$ cat src/rtl/fb_pkg.sv
`default_nettype none
// ============================================================================
//  Module   : fb_pkg
//  Purpose  : Shared types, frame geometry, scan-reader states and the
//             3-bit to 4:4:4 colour expansion for the paint frame buffer.
//  Revision : 1.0 - initial release
// ============================================================================
package fb_pkg;

  localparam int MEM_WIDTH  = 640;
  localparam int MEM_HEIGHT = 480;

  // Stored pixel, one bit per primary: {R,G,B}
  typedef logic [2:0] pixel_t;

  typedef struct packed {
    logic [3:0] r;
    logic [3:0] g;
    logic [3:0] b;
  } rgb444_t;

  typedef enum logic [1:0] {
    WAIT_INIT  = 2'd0,
    WAIT_FRAME = 2'd1,
    ACTIVE     = 2'd2
  } fb_state_e;

  // A set bit drives its DAC channel full scale, a clear bit drives it to zero
  function automatic rgb444_t expand_pixel(input pixel_t p);
    rgb444_t c;
    c.r = {4{p[2]}};
    c.g = {4{p[1]}};
    c.b = {4{p[0]}};
    return c;
  endfunction

endpackage
`default_nettype wire

$ cat src/rtl/delay_pipe.sv
`default_nettype none
// ============================================================================
//  Module   : delay_pipe
//  Purpose  : Resettable shift register of DEPTH stages, WIDTH bits wide.
//             Every stage loads RESET_VAL on reset so a flushed pipe only
//             ever presents the inactive value.
//  Revision : 1.0 - initial release
// ============================================================================
module delay_pipe #(
  parameter int               WIDTH     = 1,
  parameter int               DEPTH     = 1,
  parameter logic [WIDTH-1:0] RESET_VAL = '0
) (
  input  logic             clk,
  input  logic             rst,
  input  logic [WIDTH-1:0] din,
  output logic [WIDTH-1:0] dout
);

  logic [WIDTH-1:0] stage_q [DEPTH];
  logic [WIDTH-1:0] stage_d [DEPTH];

  // Each stage takes the value of the one before it; stage 0 takes the input
  always_comb begin
    stage_d[0] = din;
    for (int i = 1; i < DEPTH; i++) begin
      stage_d[i] = stage_q[i-1];
    end
  end

  // Stage registers, all forced to the inactive value on reset
  always_ff @(posedge clk) begin
    if (rst) begin
      for (int i = 0; i < DEPTH; i++) begin
        stage_q[i] <= RESET_VAL;
      end
    end else begin
      for (int i = 0; i < DEPTH; i++) begin
        stage_q[i] <= stage_d[i];
      end
    end
  end

  assign dout = stage_q[DEPTH-1];

endmodule
`default_nettype wire

$ cat src/rtl/framebuffer_scan_reader.sv
`default_nettype none
// ============================================================================
//  Module   : framebuffer_scan_reader
//  Purpose  : Read side of the 640x480 paint frame buffer. Converts the scan
//             position to a BRAM read address, re-aligns syncs and video_on
//             with the read latency, expands stored colour to RGB444 and
//             blanks the picture until the buffer is initialised and a new
//             frame has started.
//  Options  : CURSOR_OVERLAY_EN - draw an inverted square cursor outline.
//  Revision : 1.0 - initial release
// ============================================================================
module framebuffer_scan_reader #(
  parameter int ADDR_WIDTH = 20,
  parameter int DATA_WIDTH = 3,
  parameter int MEM_WIDTH  = fb_pkg::MEM_WIDTH,
  parameter int MEM_HEIGHT = fb_pkg::MEM_HEIGHT,
  parameter int RD_LATENCY = 1
) (
  input  logic                  clk,
  input  logic                  rst,
  input  logic [9:0]            x,
  input  logic [9:0]            y,
  input  logic                  video_on,
  input  logic                  hsync_in,
  input  logic                  vsync_in,
  input  logic                  init_done,
  input  logic [9:0]            cursor_x,
  input  logic [9:0]            cursor_y,
  input  logic [3:0]            brushSize,
  output logic [ADDR_WIDTH-1:0] mem_read_addr,
  input  logic [DATA_WIDTH-1:0] mem_read_data,
  output logic [3:0]            vga_r,
  output logic [3:0]            vga_g,
  output logic [3:0]            vga_b,
  output logic                  hsync,
  output logic                  vsync,
  output logic                  frame_active
);

  import fb_pkg::*;

  // Address register + BRAM latency + colour output register
  localparam int PIPE = RD_LATENCY + 2;
  localparam logic [ADDR_WIDTH-1:0] ROW_STRIDE = ADDR_WIDTH'(MEM_WIDTH);

  logic [ADDR_WIDTH-1:0] addr_d, addr_q;
  fb_state_e             state_d, state_q;
  logic                  vsync_prev_d, vsync_prev_q;
  rgb444_t               rgb_d, rgb_q;
  pixel_t                pix;
  logic                  video_on_dly;
  logic [1:0]            sync_dly;

  // Linear address of the scan position; off-frame positions read address 0
  always_comb begin
    addr_d = '0;
    if ((int'(x) < MEM_WIDTH) && (int'(y) < MEM_HEIGHT)) begin
      addr_d = ADDR_WIDTH'(y) * ROW_STRIDE + ADDR_WIDTH'(x);
    end
  end

  // Syncs travel the full pipeline so they leave together with the colour
  delay_pipe #(
    .WIDTH     (2),
    .DEPTH     (PIPE),
    .RESET_VAL (2'b11)
  ) u_sync_pipe (
    .clk  (clk),
    .rst  (rst),
    .din  ({hsync_in, vsync_in}),
    .dout (sync_dly)
  );

`ifdef CURSOR_OVERLAY_EN
  logic [20:0]        vid_dly;
  logic [9:0]         x_dly, y_dly;
  logic signed [10:0] dx, dy;
  logic [10:0]        adx, ady, dist;
  logic               on_cursor;

  // video_on and position arrive at the colour logic together with the read data
  delay_pipe #(
    .WIDTH     (21),
    .DEPTH     (PIPE - 1),
    .RESET_VAL (21'd0)
  ) u_video_pipe (
    .clk  (clk),
    .rst  (rst),
    .din  ({video_on, x, y}),
    .dout (vid_dly)
  );

  assign video_on_dly = vid_dly[20];
  assign x_dly        = vid_dly[19:10];
  assign y_dly        = vid_dly[9:0];

  // Chebyshev distance from the cursor; 11-bit signed so x=0/y=0 never wraps
  always_comb begin
    dx        = $signed({1'b0, x_dly}) - $signed({1'b0, cursor_x});
    dy        = $signed({1'b0, y_dly}) - $signed({1'b0, cursor_y});
    adx       = dx[10] ? 11'(-dx) : 11'(dx);
    ady       = dy[10] ? 11'(-dy) : 11'(dy);
    dist      = (adx > ady) ? adx : ady;
    on_cursor = (dist == {7'd0, brushSize});
  end
`else
  logic unused_cursor;

  // video_on arrives at the colour logic together with the read data
  delay_pipe #(
    .WIDTH     (1),
    .DEPTH     (PIPE - 1),
    .RESET_VAL (1'b0)
  ) u_video_pipe (
    .clk  (clk),
    .rst  (rst),
    .din  (video_on),
    .dout (video_on_dly)
  );

  assign unused_cursor = ^{cursor_x, cursor_y, brushSize};
`endif

  // Display state: start only on a frame boundary, drop out whenever init_done falls
  always_comb begin
    state_d      = state_q;
    vsync_prev_d = vsync_in;
    case (state_q)
      WAIT_INIT:  if (init_done) state_d = WAIT_FRAME;
      WAIT_FRAME: if (vsync_prev_q && !vsync_in) state_d = ACTIVE;
      default:    state_d = state_q;
    endcase
    if (!init_done) begin
      state_d = WAIT_INIT;
    end
  end

  // Pixel colour: optional cursor inversion, then expansion, blanked outside ACTIVE/visible
  always_comb begin
    pix = pixel_t'(mem_read_data);
`ifdef CURSOR_OVERLAY_EN
    if (on_cursor) begin
      pix = ~pix;
    end
`endif
    rgb_d = '0;
    if (video_on_dly && (state_q == ACTIVE)) begin
      rgb_d = expand_pixel(pix);
    end
  end

  // Address, state, sync-edge and colour registers
  always_ff @(posedge clk) begin
    if (rst) begin
      addr_q       <= '0;
      state_q      <= WAIT_INIT;
      vsync_prev_q <= 1'b1;
      rgb_q        <= '0;
    end else begin
      addr_q       <= addr_d;
      state_q      <= state_d;
      vsync_prev_q <= vsync_prev_d;
      rgb_q        <= rgb_d;
    end
  end

  assign mem_read_addr = addr_q;
  assign vga_r         = rgb_q.r;
  assign vga_g         = rgb_q.g;
  assign vga_b         = rgb_q.b;
  assign hsync         = sync_dly[1];
  assign vsync         = sync_dly[0];
  assign frame_active  = (state_q == ACTIVE);

endmodule
`default_nettype wire

$ cat config.mk
export PLATFORM = sky130hd
export DESIGN_NAME = framebuffer_scan_reader
export DESIGN_NICKNAME = d
export VERILOG_FILES = /design/src/rtl/fb_pkg.sv /design/src/rtl/delay_pipe.sv /design/src/rtl/framebuffer_scan_reader.sv
export SDC_FILE = /design/constraint.sdc
export NUM_CORES = 1
export LEC_CHECK = 0
export CORE_UTILIZATION = 42
export CTS_CLUSTER_SIZE = 28
export DETAILED_ROUTE_END_ITERATION = 10
export GPL_TIMING_DRIVEN = 0
export PLACE_DENSITY = 0.85
export SYNTH_ARGS = -nofsm -noshare
export SYNTH_HDL_FRONTEND = slang
export SYNTH_SLANG_ARGS = --single-unit
$ cat constraint.sdc
create_clock -name clk -period 6.8 [get_ports clk]
set_input_delay 1.36 -clock clk [delete_from_list [all_inputs] [get_ports clk]]
set_output_delay 1.36 -clock clk [all_outputs]
set_load 0.05 [all_outputs]
**Yosys cells after proc, flatten, opt, wreduce, memory -nomap -nowiden**

Memories as Yosys holds them, arrays and structs flattened.
Index checks and enable logic that the tools add are counted.

- Memories kept: 2
- Output and inout bits: 35
- Logic and storage cells: 43
- Flip-flop bits (word level): 26
- Latch bits: 0
- Bits in read-only memories: 0
- Bits in writable memories: 8
- Input port bits: 53

Memory list:

| name | depth | bits a word | read ports | clocked after memory_dff | wr ports | line | source |
|---|---|---|---|---|---|---|---|
| u_sync_pipe.stage_q | 3 | 2 | 3 | 0 | 3 | delay_pipe.sv:20 | `logic [WIDTH-1:0] stage_q [DEPTH];` |
| u_video_pipe.stage_q | 2 | 1 | 2 | 0 | 2 | delay_pipe.sv:20 |  |

- Div/mod/pow operators: 0
- $mul: 1
- Equality and inequality tests: 3
- Multiplexer cells: 10
- Reduce and logical (&&, ||, !) cells: 10
- Add/sub/neg operators: 1
- Bitwise gates (word level): 8
- Shift-type cells: 0
- $lt $le $gt $ge: 2

Operator list:

| cell | count |
|---|---|
| $add A20 B10 Y20 | 1 |
| $mul A10 B3 Y13 const B | 1 |
| $lt A10 B10 Y1 const B | 1 |
| $lt A10 B9 Y1 const B | 1 |
| $mux W2 | 4 |
| $reduce_or A2 Y1 | 3 |
| $mux W1 | 5 |
| $or A1 B1 Y1 | 5 |
| $pmux W2 S2 | 1 |
| $logic_and A1 B1 Y1 | 3 |
| $not A1 Y1 | 3 |
| $eq A2 B1 Y1 const B | 1 |
| $eq A2 B2 Y1 const B | 1 |
| $logic_not A2 Y1 | 1 |
| $ne A2 B2 Y1 const B | 1 |
| $reduce_and A2 Y1 | 1 |
| $reduce_bool A2 Y1 | 1 |
| $logic_not A1 Y1 | 1 |

**Longest topological paths before layout**

Gate-level depths: netlist (run 1).

- Depth after elaboration: 4
- Mapped depth: 9
- Depth with buffers taken out: 9

**Modules after synthesis**

From an unflattened synthesis (run 1), not the netlist that was laid out.

- Cell total of the unflattened synthesis: 175
- Area, all modules: 1726.7 um2

Modules (own cells, without submodules):

| module | cells each | instances | sequential area each (um2) | area each (um2) |
|---|---|---|---|---|
| framebuffer_scan_reader | 159 | 1 | 520.5 | 1516.5 |
| delay_pipe at u_sync_pipe | 12 | 1 | 120.1 | 157.7 |
| delay_pipe at u_video_pipe | 4 | 1 | 40.0 | 52.6 |

**Worst setup path after synthesis (run 1)**

No wires, ideal clock.

- Path kind: input -> register
- Start point: input y[1]
- End point: register addr_q[18] (netlist: mem_read_addr[18])
- Slack: 3.124 ns
- Arrival: 3.542 ns
- Path buffers: 0
- Setup time: 0.134 ns
- Stages: 9
- Data required time: 6.666 ns
- Cells stage by stage: ha_1 -> ha_1 -> fa_1 -> a211o_1 -> o211a_1 -> o31a_1 -> a21o_1 -> o311ai_1 -> o41ai_2

- Longest elaborated chain between the ends: 4
- Elaborated cells between the ends (all ways): 6
- Classes of those cells: add/sub (1); mul (1); order compare (1); bitwise (1); reduce/logical (2)

Ends and longest elaborated chain:

| what | line | source |
|---|---|---|
| start, declared | framebuffer_scan_reader.sv:22 | `input logic [9:0] y,` |
| branches (longest 4 deep; another with $add A20 B10 Y20) | n/a |  |
| end signal, assigned | framebuffer_scan_reader.sv:160 | `addr_q <= addr_d;` |
| end, declared | framebuffer_scan_reader.sv:46 | `logic [ADDR_WIDTH-1:0] addr_d, addr_q;` |

Several ways; the timed one is not identified.
A chain may end at the register's enable or synchronous reset.

**Worst setup path after layout (run 1)**

Ends and elaborated chain as after synthesis.

==> impl_metrics.py, run 1 <==
metrics = {
    "synthesis": {
        "ys_warn_count": 0,
        "synth_flop_cell": "dfxtp_1",
        "synth_nets": 247,
        "ys_ff_latch": 33,
        "ys_seq_area_share_pct": 39.3,
        "syn_area_mm2": 0.00168,
        "synth_cells": 173,
        "avgSynthCellArea_um2": 9.71,
        "synth_edf_count": 0,
        "async_flop_share_pct": 0,
        "synth_cell_types": 37,
    },
    "timing": {
        "worst_pin_slew_ns": 0.514,
        "rsz0062_at_grt": "false",
        "setup_viol": 0,
        "fin_crit_sh_pct": 59.6,
        "whs_ns": 0.408,
        "maxSlewHeadroom_pct": 65.6,
        "finalHoldViolCount": 0,
        "drv_slew": 0,
        "finClkSkew_ns": 0.00233,
        "fin_tns_setup_ns": 0,
        "max_freq_ghz": 0.247,
        "fin_ws_ns": 2.75,
        "fin_crit_ns": 4.05,
    },
    "routing": {
        "wl_per_cell_um": 11.7,
        "drt-initial-drc-count": 34,
        "via_per_inst": 4.86,
        "vias": 1419,
        "post-route-drc-count": 0,
        "routed_wl_um": 3410,
        "drt.antenna.violating_nets": 0,
        "drtPass1Iterations": 4,
    },
    "pwr": {
        "peakVddDrop_mv": 0.0755,
        "power_density_mw_per_mm2": 195,
        "p_leak_nw": 1.05,
        "finalPower_uw": 478,
    },
    "die": {
        "die_x_um": 65.2,
        "die_area_mm2": 0.00425,
        "core_area_mm2": 0.00374,
        "die_h_um": 65.2,
        "start_util_pct": 44.9,
        "rows": 22,
        "ios": 88,
    },
    "global_route": {
        "grt_pass1_wl_um": 5710,
        "grt_max_degree": 11,
        "grt.total_usage_pct": 17.4,
        "grt_remaining_overflow": 0,
        "grt_pass1_vias": 1320,
        "grt_antenna_before_repair": 0,
    },
    "critical_path": {
        "slowest_delay_ns": 0.47,
        "cp_max_fo": 3,
        "path_buf_inv": 1,
        "worstPathArrival_ns": 4.20,
        "r2r_slack_ns": 5.82,
        "slowest_stage": "clkdlybuf4s50_1",
        "cp_common_cell": "ha_1",
        "crit_required_ns": 6.95,
        "worstSetupEndpointType": "flip-flop",
        "worstSetupStartpointType": "input pin",
        "crit_type": "input pin to flip-flop",
        "critPathTopFamily": "compound AO/OA/AOI/OAI gates",
        "cp_cell_sequence": "clkdlybuf4s50_1 -> ha_1 -> ha_1 -> fa_1 -> a211o_1 -> o211a_1 -> o31a_1 -> a21o_1 -> o311ai_1 -> o41ai_2",
    },
    "cells_and_area": {
        "register_area_um2": 661,
        "final_common_cell": "clkdlybuf4s50_1",
        "drive_above_1_share_pct": 10.7,
        "fillCellCount": 296,
        "area_growth_pct": 46.1,
        "diodes": 0,
        "final_cell_mix": "63 x clkdlybuf4s50_1, 33 x dfxtp_1, 19 x ha_1",
        "fin_nets": 317,
        "multi_input_area_um2": 921,
        "postLayoutCoreUtil_pct": 65.5,
    },
    "worst_hold_path": {
        "hp-class": "flip-flop to flip-flop",
    },
    "cts": {
        "cts.sinks": 33,
        "clockBufferDepth": 2,
        "cts_setup_buffers": 0,
        "cts_made_buffers": 5,
        "ctsResizeCount": 0,
        "insertion_delay_ns": 0.28,
        "hold_buffers": 0,
        "root_buffer": "clkbuf_8",
        "cts_tree": "built",
        "cts_htree_levels": 2,
        "clk_pin_slew_ns": 0.06,
    },
    "status": {
        "status": "completed",
    },
    "place": {
        "place_worst_setup_slack_ns": 2.46,
        "port_buffers": 63,
        "dpl.hpwl_um": 2790,
        "place_congestion": 0.800,
    },
    "job": {
        "cap_violations": 0,
    },
}
where the power goes:
part	switching (mW)	leakage, nW	internal [mW]	total (mW)
Sequential	0.00219	0.270	0.202	0.204
Combinational	0.0774	0.731	0.0629	0.140
Clock	0.0631	0.0450	0.0707	0.134
cell families (layout without fill, tap and decap cells):
family | Yosys count | after routing | synth area share [%]
AO/OA/AOI/OAI | 26 | 26 | 11.0
XOR/XNOR | 10 | 10 | 5.22
flip-flops | 33 | 33 | 39.3
AND/OR/NAND/NOR | 66 | 66 | 22.1
adder cells (fa/ha/maj) | 21 | 21 | 16.5
buffers and inverters | 17 | 88 | 5.81
sequential cells by signal, summed over array words and instances (netlist names):
signal,cells
mem_read_addr,20
vga_g,1
u_sync_pipe.stage_q,6
state_q,2
vga_r,1
vga_b,1
u_video_pipe.stage_q,2
cell usage after synthesis (4+ instances only):
master | count | area (um^2)
nand4_1 | 4 | 25.0
dfxtp_1 | 33 | 661
a21oi_1 | 6 | 30.0
nor2_1 | 15 | 56.3
xor2_1 | 4 | 35.0
or2_2 | 8 | 50.1
nand2_1 | 4 | 15.0
buf_4 | 9 | 67.6
nor3_1 | 4 | 20.0
nor2b_1 | 6 | 37.5
ha_1 | 19 | 238
inv_1 | 5 | 18.8
o21ai_0 | 6 | 30.0
and2_1 | 11 | 68.8
xnor2_1 | 6 | 52.6
per-stage QoR:
step           instances  area [um^2]
6_report             292         2450
5_1_grt              292         2450
4_1_cts              292         2450
3_5_place_dp         284         2370
3_3_place_gp         284         2370
2_1_floorplan        173         1680
final timing paths:
kind / cells past startpoint / startpoint / to
max: 10 / y[1] / mem_read_addr[18]
min: 1 / u_sync_pipe.stage_q[0][1] / u_sync_pipe.stage_q[0][3]
max reg2reg: 3 / state_q[1] / vga_r[0]
min reg2reg: 1 / u_sync_pipe.stage_q[0][1] / u_sync_pipe.stage_q[0][3]
final cells by class:
class | count | area share (%)
buffer | 12 | 3.21
sequential | 33 | 26.9
clock inverter | 2 | 0.408
multi-input combinational | 123 | 37.6
clock buffer | 6 | 2.96
tap | 48 | 2.45
inverter | 5 | 0.765
timing repair buffer | 63 | 25.7
metal layers:
layer  up-vias  wire (um)  GRT usage (%)
met5         -          0              0
met4         0         68           8.15
met3         6        271           3.65
met2        58       1630           30.3
met1       621       1440           20.1
li1        734          -              -
Power figures use the tool's default switching activity.
==> run 2, diff against run 1 <==
CORE_UTILIZATION = 39   (was 42)
PLACE_DENSITY = 0.79   (was 0.85)
clock period = 4.2 ns   (was 6.8 ns; I/O delays follow)
==> run 2 against run 1 <==
  * Core utilization decreased by 4.5 points
  * Power increased by 70%
  * Wire length is 1.9% lower
  * First-iteration DRC count down 21%
  * Worst hold slack about the same
  * Clock power rose by 92%
  * Cell area up 0.87%
  * Sequential power rose by 62%
  * Critical path depth unchanged
  * Sequential cell count unchanged
  * Critical path type unchanged
  * Cell count rose by 0.68%
==> impl_metrics.py, run 2 (same netlist as run 1, synthesis figures left out) <==
metrics = {
    "cells_and_area": {
        "fin_nets": 317,
        "final_cell_mix": "63 x clkdlybuf4s50_1, 33 x dfxtp_1, 19 x ha_1",
        "diodes": 0,
        "area_growth_pct": 47.3,
        "drive_above_1_share_pct": 11.1,
        "final_common_cell": "clkdlybuf4s50_1",
        "largest_reg_flops": 20,
    },
    "routing": {
        "wl_per_cell_um": 11.4,
        "drtPass1Iterations": 4,
        "drt.antenna.violating_nets": 0,
        "via_per_inst": 4.85,
        "routed_wl_um": 3350,
        "vias": 1425,
        "drt-initial-drc-count": 27,
        "post-route-drc-count": 0,
    },
    "job": {
        "cap_violations": 0,
    },
    "place": {
        "port_buffers": 63,
        "place_worst_setup_slack_ns": 0.415,
        "place_congestion": 0.778,
        "dpl.hpwl_um": 2700,
    },
    "cts": {
        "cts.sinks": 33,
        "cts_setup_buffers": 0,
        "insertion_delay_ns": 0.28,
        "clk_pin_slew_ns": 0.06,
        "cts_made_buffers": 5,
        "ctsResizeCount": 0,
        "cts_htree_levels": 2,
        "clockBufferDepth": 2,
        "cts_tree": "built",
        "root_buffer": "clkbuf_8",
        "hold_buffers": 0,
    },
    "global_route": {
        "grt_pass1_vias": 1285,
        "grt_max_degree": 11,
        "grt_antenna_before_repair": 0,
        "grt_remaining_overflow": 0,
        "grt.total_usage_pct": 16.1,
        "grt_pass1_wl_um": 5460,
    },
    "critical_path": {
        "path_buf_inv": 1,
        "worstSetupEndpointType": "flip-flop",
        "slowest_delay_ns": 0.47,
        "worstPathArrival_ns": 3.68,
        "crit_required_ns": 4.35,
        "cp_max_fo": 3,
        "cp_common_cell": "ha_1",
        "slowest_stage": "clkdlybuf4s50_1",
        "critPathTopFamily": "adder cells",
        "cp_cell_sequence": "clkdlybuf4s50_1 -> ha_1 -> ha_1 -> fa_1 -> xor2_1 -> nand2_1 -> nor3_1 -> nand4_1 -> o311ai_1 -> o41ai_2",
        "worstSetupStartpointType": "input pin",
        "crit_type": "input pin to flip-flop",
    },
    "timing": {
        "fin_ws_ns": 0.675,
        "maxSlewHeadroom_pct": 66.0,
        "fin_tns_setup_ns": 0,
        "worst_pin_slew_ns": 0.508,
        "drv_slew": 0,
        "finClkSkew_ns": 0.00231,
        "fin_crit_ns": 3.53,
        "max_freq_ghz": 0.284,
        "fin_crit_sh_pct": 83.9,
        "finalHoldViolCount": 0,
        "rsz0062_at_grt": "false",
        "setup_viol": 0,
    },
    "worst_hold_path": {
        "hp-class": "flip-flop to flip-flop",
    },
    "pwr": {
        "power.switching_uw": 238,
        "internal_power_uw": 576,
        "pwr-share-comb_pct": 28.0,
        "clockPowerShare_pct": 31.5,
        "peakVddDrop_mv": 0.121,
        "power_frac_seq_pct": 40.5,
        "p_leak_nw": 1.06,
        "power_density_mw_per_mm2": 329,
        "switching_share_pct": 29.3,
    },
    "die": {
        "die_x_um": 67.6,
        "die_area_mm2": 0.00457,
        "ios": 88,
        "rows": 23,
        "core_area_mm2": 0.00406,
        "start_util_pct": 41.4,
        "die_h_um": 67.6,
    },
    "status": {
        "status": "completed",
    },
}
-- run 2: power by group through the flow --
stage	sequential, mW	combinational [mW]	clock (mW)
2_1_floorplan	0.371	0.120	0
3_3_place_gp	0.336	0.224	0
3_5_place_dp	0.337	0.227	0
4_1_cts	0.330	0.229	0.264
5_1_grt	0.331	0.252	0.280
6_report	0.330	0.228	0.257
-- run 2: path summary, 6_finish.rpt --
check	startpoint	end	slack (ns)	depth (start not counted)
worst max register to register	state_q[1]	vga_g[0]	3.25	3
worst min-delay path	u_sync_pipe.stage_q[0][2]	u_sync_pipe.stage_q[0][4]	0.41	1
worst max-delay path	y[1]	mem_read_addr[18]	0.67	10
worst min register to register	u_sync_pipe.stage_q[0][2]	u_sync_pipe.stage_q[0][4]	0.41	1
-- run 2: final cells by class --
type	count	area [um^2]
clock inverters	1	5.00
multi-input cells	123	921
fillers	356	1580
inverters	5	18.8
clock buffers	7	96.3
repair buffers	63	631
well taps	50	62.6
flip-flops and latches	33	661
plain buffers	12	78.8
-- run 2: metal layers --
layer	GRT usage, %	part of all wire [%]	up-vias
met1	18.2	43	631
met4	8.51	2.7	0
li1	-	-	732
met3	4.56	8.7	8
met2	27.1	46	54
met5	0	0	-
-- run 2: through the flow --
step	cells	area [um^2]	total power [mW]	utilization (%)	hold WS, ns
after floorplan	173	1680	0.492	-	0.389
after global placement	286	2370	0.560	58.5	0.393
after detailed placement	286	2370	0.564	58.5	0.393
after CTS	294	2470	0.823	61.0	0.409
after global routing	294	2470	0.863	61.0	0.434
final	294	2470	0.814	61.0	0.408
==> run 3, diff against run 2 <==
CORE_UTILIZATION = 35   (was 39)
PLACE_DENSITY = 0.75   (was 0.79)
clock period = 2.9 ns   (was 4.2 ns; I/O delays follow)
==> run 3 against run 2 <==
  * The flow now finishes with violations (DRC)
  * Worst hold slack improved by 0.011 ns
  * Setup slack worse by 0.61 ns
  * Sequential power is 45% higher
  * Critical path type unchanged
  * Largest power group unchanged
==> impl_metrics.py, run 3 (same netlist as run 1, synthesis figures left out) <==
metrics = {
    "timing": {
        "max_freq_ghz": 0.353,
        "whs_ns": 0.419,
        "worst_pin_slew_ns": 0.533,
        "fin_tns_setup_ns": 0,
        "finalHoldViolCount": 0,
        "drv_slew": 0,
        "fin_crit_ns": 2.83,
        "maxSlewHeadroom_pct": 64.4,
        "fin_crit_sh_pct": 97.7,
        "setup_viol": 0,
        "finClkSkew_ns": 0.00352,
        "fin_ws_ns": 0.0676,
    },
    "global_route": {
        "grt_pass1_wl_um": 5560,
        "grt.total_usage_pct": 13.9,
        "grt_max_degree": 11,
        "grt_pass1_vias": 1264,
        "grt_antenna_before_repair": 0,
        "grt_remaining_overflow": 0,
    },
    "cells_and_area": {
        "fin_nets": 324,
        "register_area_um2": 661,
        "final_cell_mix": "58 x clkdlybuf4s50_1, 33 x dfxtp_1, 16 x buf_4",
        "finalInstanceArea_mm2": 0.00260,
        "largest_reg_flops": 20,
        "drive_above_1_share_pct": 17.5,
        "fillCellCount": 409,
        "area_growth_pct": 54.8,
        "multi_input_area_mm2": 0.00102,
        "final_common_cell": "clkdlybuf4s50_1",
        "diodes": 0,
    },
    "critical_path": {
        "path_buf_inv": 1,
        "worstSetupEndpointType": "flip-flop",
        "slowest_delay_ns": 0.47,
        "cp_max_fo": 7,
        "slowest_stage": "a2111oi_1",
        "worstPathArrival_ns": 2.99,
        "crit_type": "input pin to flip-flop",
        "reg2reg_to": "vga_r[0]",
        "setup.worst_path.start": "y[5]",
        "worstSetupStartpointType": "input pin",
        "ff2ff_path_depth": 3,
        "crit_required_ns": 3.06,
        "crit_cells": 8,
        "cp_cell_sequence": "clkdlybuf4s50_1 -> ha_1 -> ha_2 -> a2111oi_1 -> a21oi_1 -> xnor2_2 -> o311ai_2 -> o41ai_2",
        "r2r-start": "state_q[1]",
        "endpoint": "mem_read_addr[18]",
        "r2r_slack_ns": 1.94,
        "critPathTopFamily": "compound AO/OA/AOI/OAI gates",
    },
    "place": {
        "port_buffers": 63,
        "dpl.hpwl_um": 2670,
        "place_area_mm2": 0.00237,
        "place_worst_setup_slack_ns": -0.644,
        "place_congestion": 0.819,
    },
    "routing": {
        "routed_wl_um": 3580,
        "drt-initial-drc-count": 34,
        "drt.antenna.violating_nets": 0,
        "vias": 1418,
        "via_per_inst": 4.68,
        "drtPass1Iterations": 7,
        "post-route-drc-count": 9,
        "wl_per_cell_um": 11.8,
    },
    "cts": {
        "cts_htree_levels": 2,
        "insertion_delay_ns": 0.27,
        "clk_pin_slew_ns": 0.06,
        "cts_made_buffers": 5,
        "cts_tree": "built",
        "root_buffer": "clkbuf_8",
        "cts.sinks": 33,
        "clockBufferDepth": 2,
    },
    "die": {
        "die_h_um": 71.3,
        "die_x_um": 71.3,
        "rows": 24,
        "ios": 88,
        "start_util_pct": 37.5,
        "core_area_mm2": 0.00447,
        "die_area_mm2": 0.00508,
    },
    "status": {
        "status": "finished with violations",
        "violations": "DRC",
    },
    "worst_hold_path": {
        "hp-class": "flip-flop to flip-flop",
    },
    "pwr": {
        "peakVddDrop_mv": 0.210,
        "p_leak_nw": 1.09,
        "power_density_mw_per_mm2": 451,
    },
    "job": {
        "cap_violations": 0,
    },
}
==> run 3: what timing repair did <==
| action | in CTS | in global routing |
|---|---|---|
| hold buffers | 0 | 0 |
| endpoints found under the setup margin | 5 | 4 |
| setup buffers | 4 | 3 |
| pin swaps | 6 | 7 |
| resized for setup | 12 | 10 |
==> run 3: worst min path at each step <==
stage                               from                   endpoint  cells past startpoint  slack [ns]
2_1_floorplan  u_sync_pipe.stage_q[0][1]  u_sync_pipe.stage_q[0][3]                      1        0.39
3_3_place_gp   u_sync_pipe.stage_q[0][1]  u_sync_pipe.stage_q[0][3]                      1        0.39
3_5_place_dp   u_sync_pipe.stage_q[0][1]  u_sync_pipe.stage_q[0][3]                      1        0.40
4_1_cts        u_sync_pipe.stage_q[0][1]  u_sync_pipe.stage_q[0][3]                      1        0.42
5_1_grt        u_sync_pipe.stage_q[0][1]  u_sync_pipe.stage_q[0][3]                      1        0.43
6_report       u_sync_pipe.stage_q[0][1]  u_sync_pipe.stage_q[0][3]                      1        0.42
==> run 3: report_power, final <==
| group | internal (mW) | total, mW | switching [mW] |
|---|---|---|---|
| Clock | 0.170 | 0.317 | 0.147 |
| Sequential | 0.473 | 0.478 | 0.00486 |
| Combinational | 0.180 | 0.379 | 0.200 |
==> run 3: layout make-up <==
type | count | share of cell area [%]
clock buffers | 8 | 3.08
multi-input cells | 123 | 39.2
flip-flops and latches | 33 | 25.4
repair buffers | 70 | 26.1
well taps | 52 | 2.50
inverters | 5 | 0.722
plain buffers | 12 | 3.03
==> run 3: layer usage <==
layer,wire length [um],track usage (%)
met4,70,6.67
met2,1680,22.9
met3,267,3.52
met1,1550,17.2
met5,0,0
==> run 3: per-stage QoR <==
step	std cells	power [mW]	util, %
6_report	303	1.17	58.1
5_1_grt	303	1.24	58.1
4_1_cts	300	1.15	56.4
3_5_place_dp	288	0.815	53.1
3_3_place_gp	288	0.811	53.1
2_1_floorplan	173	0.712	-
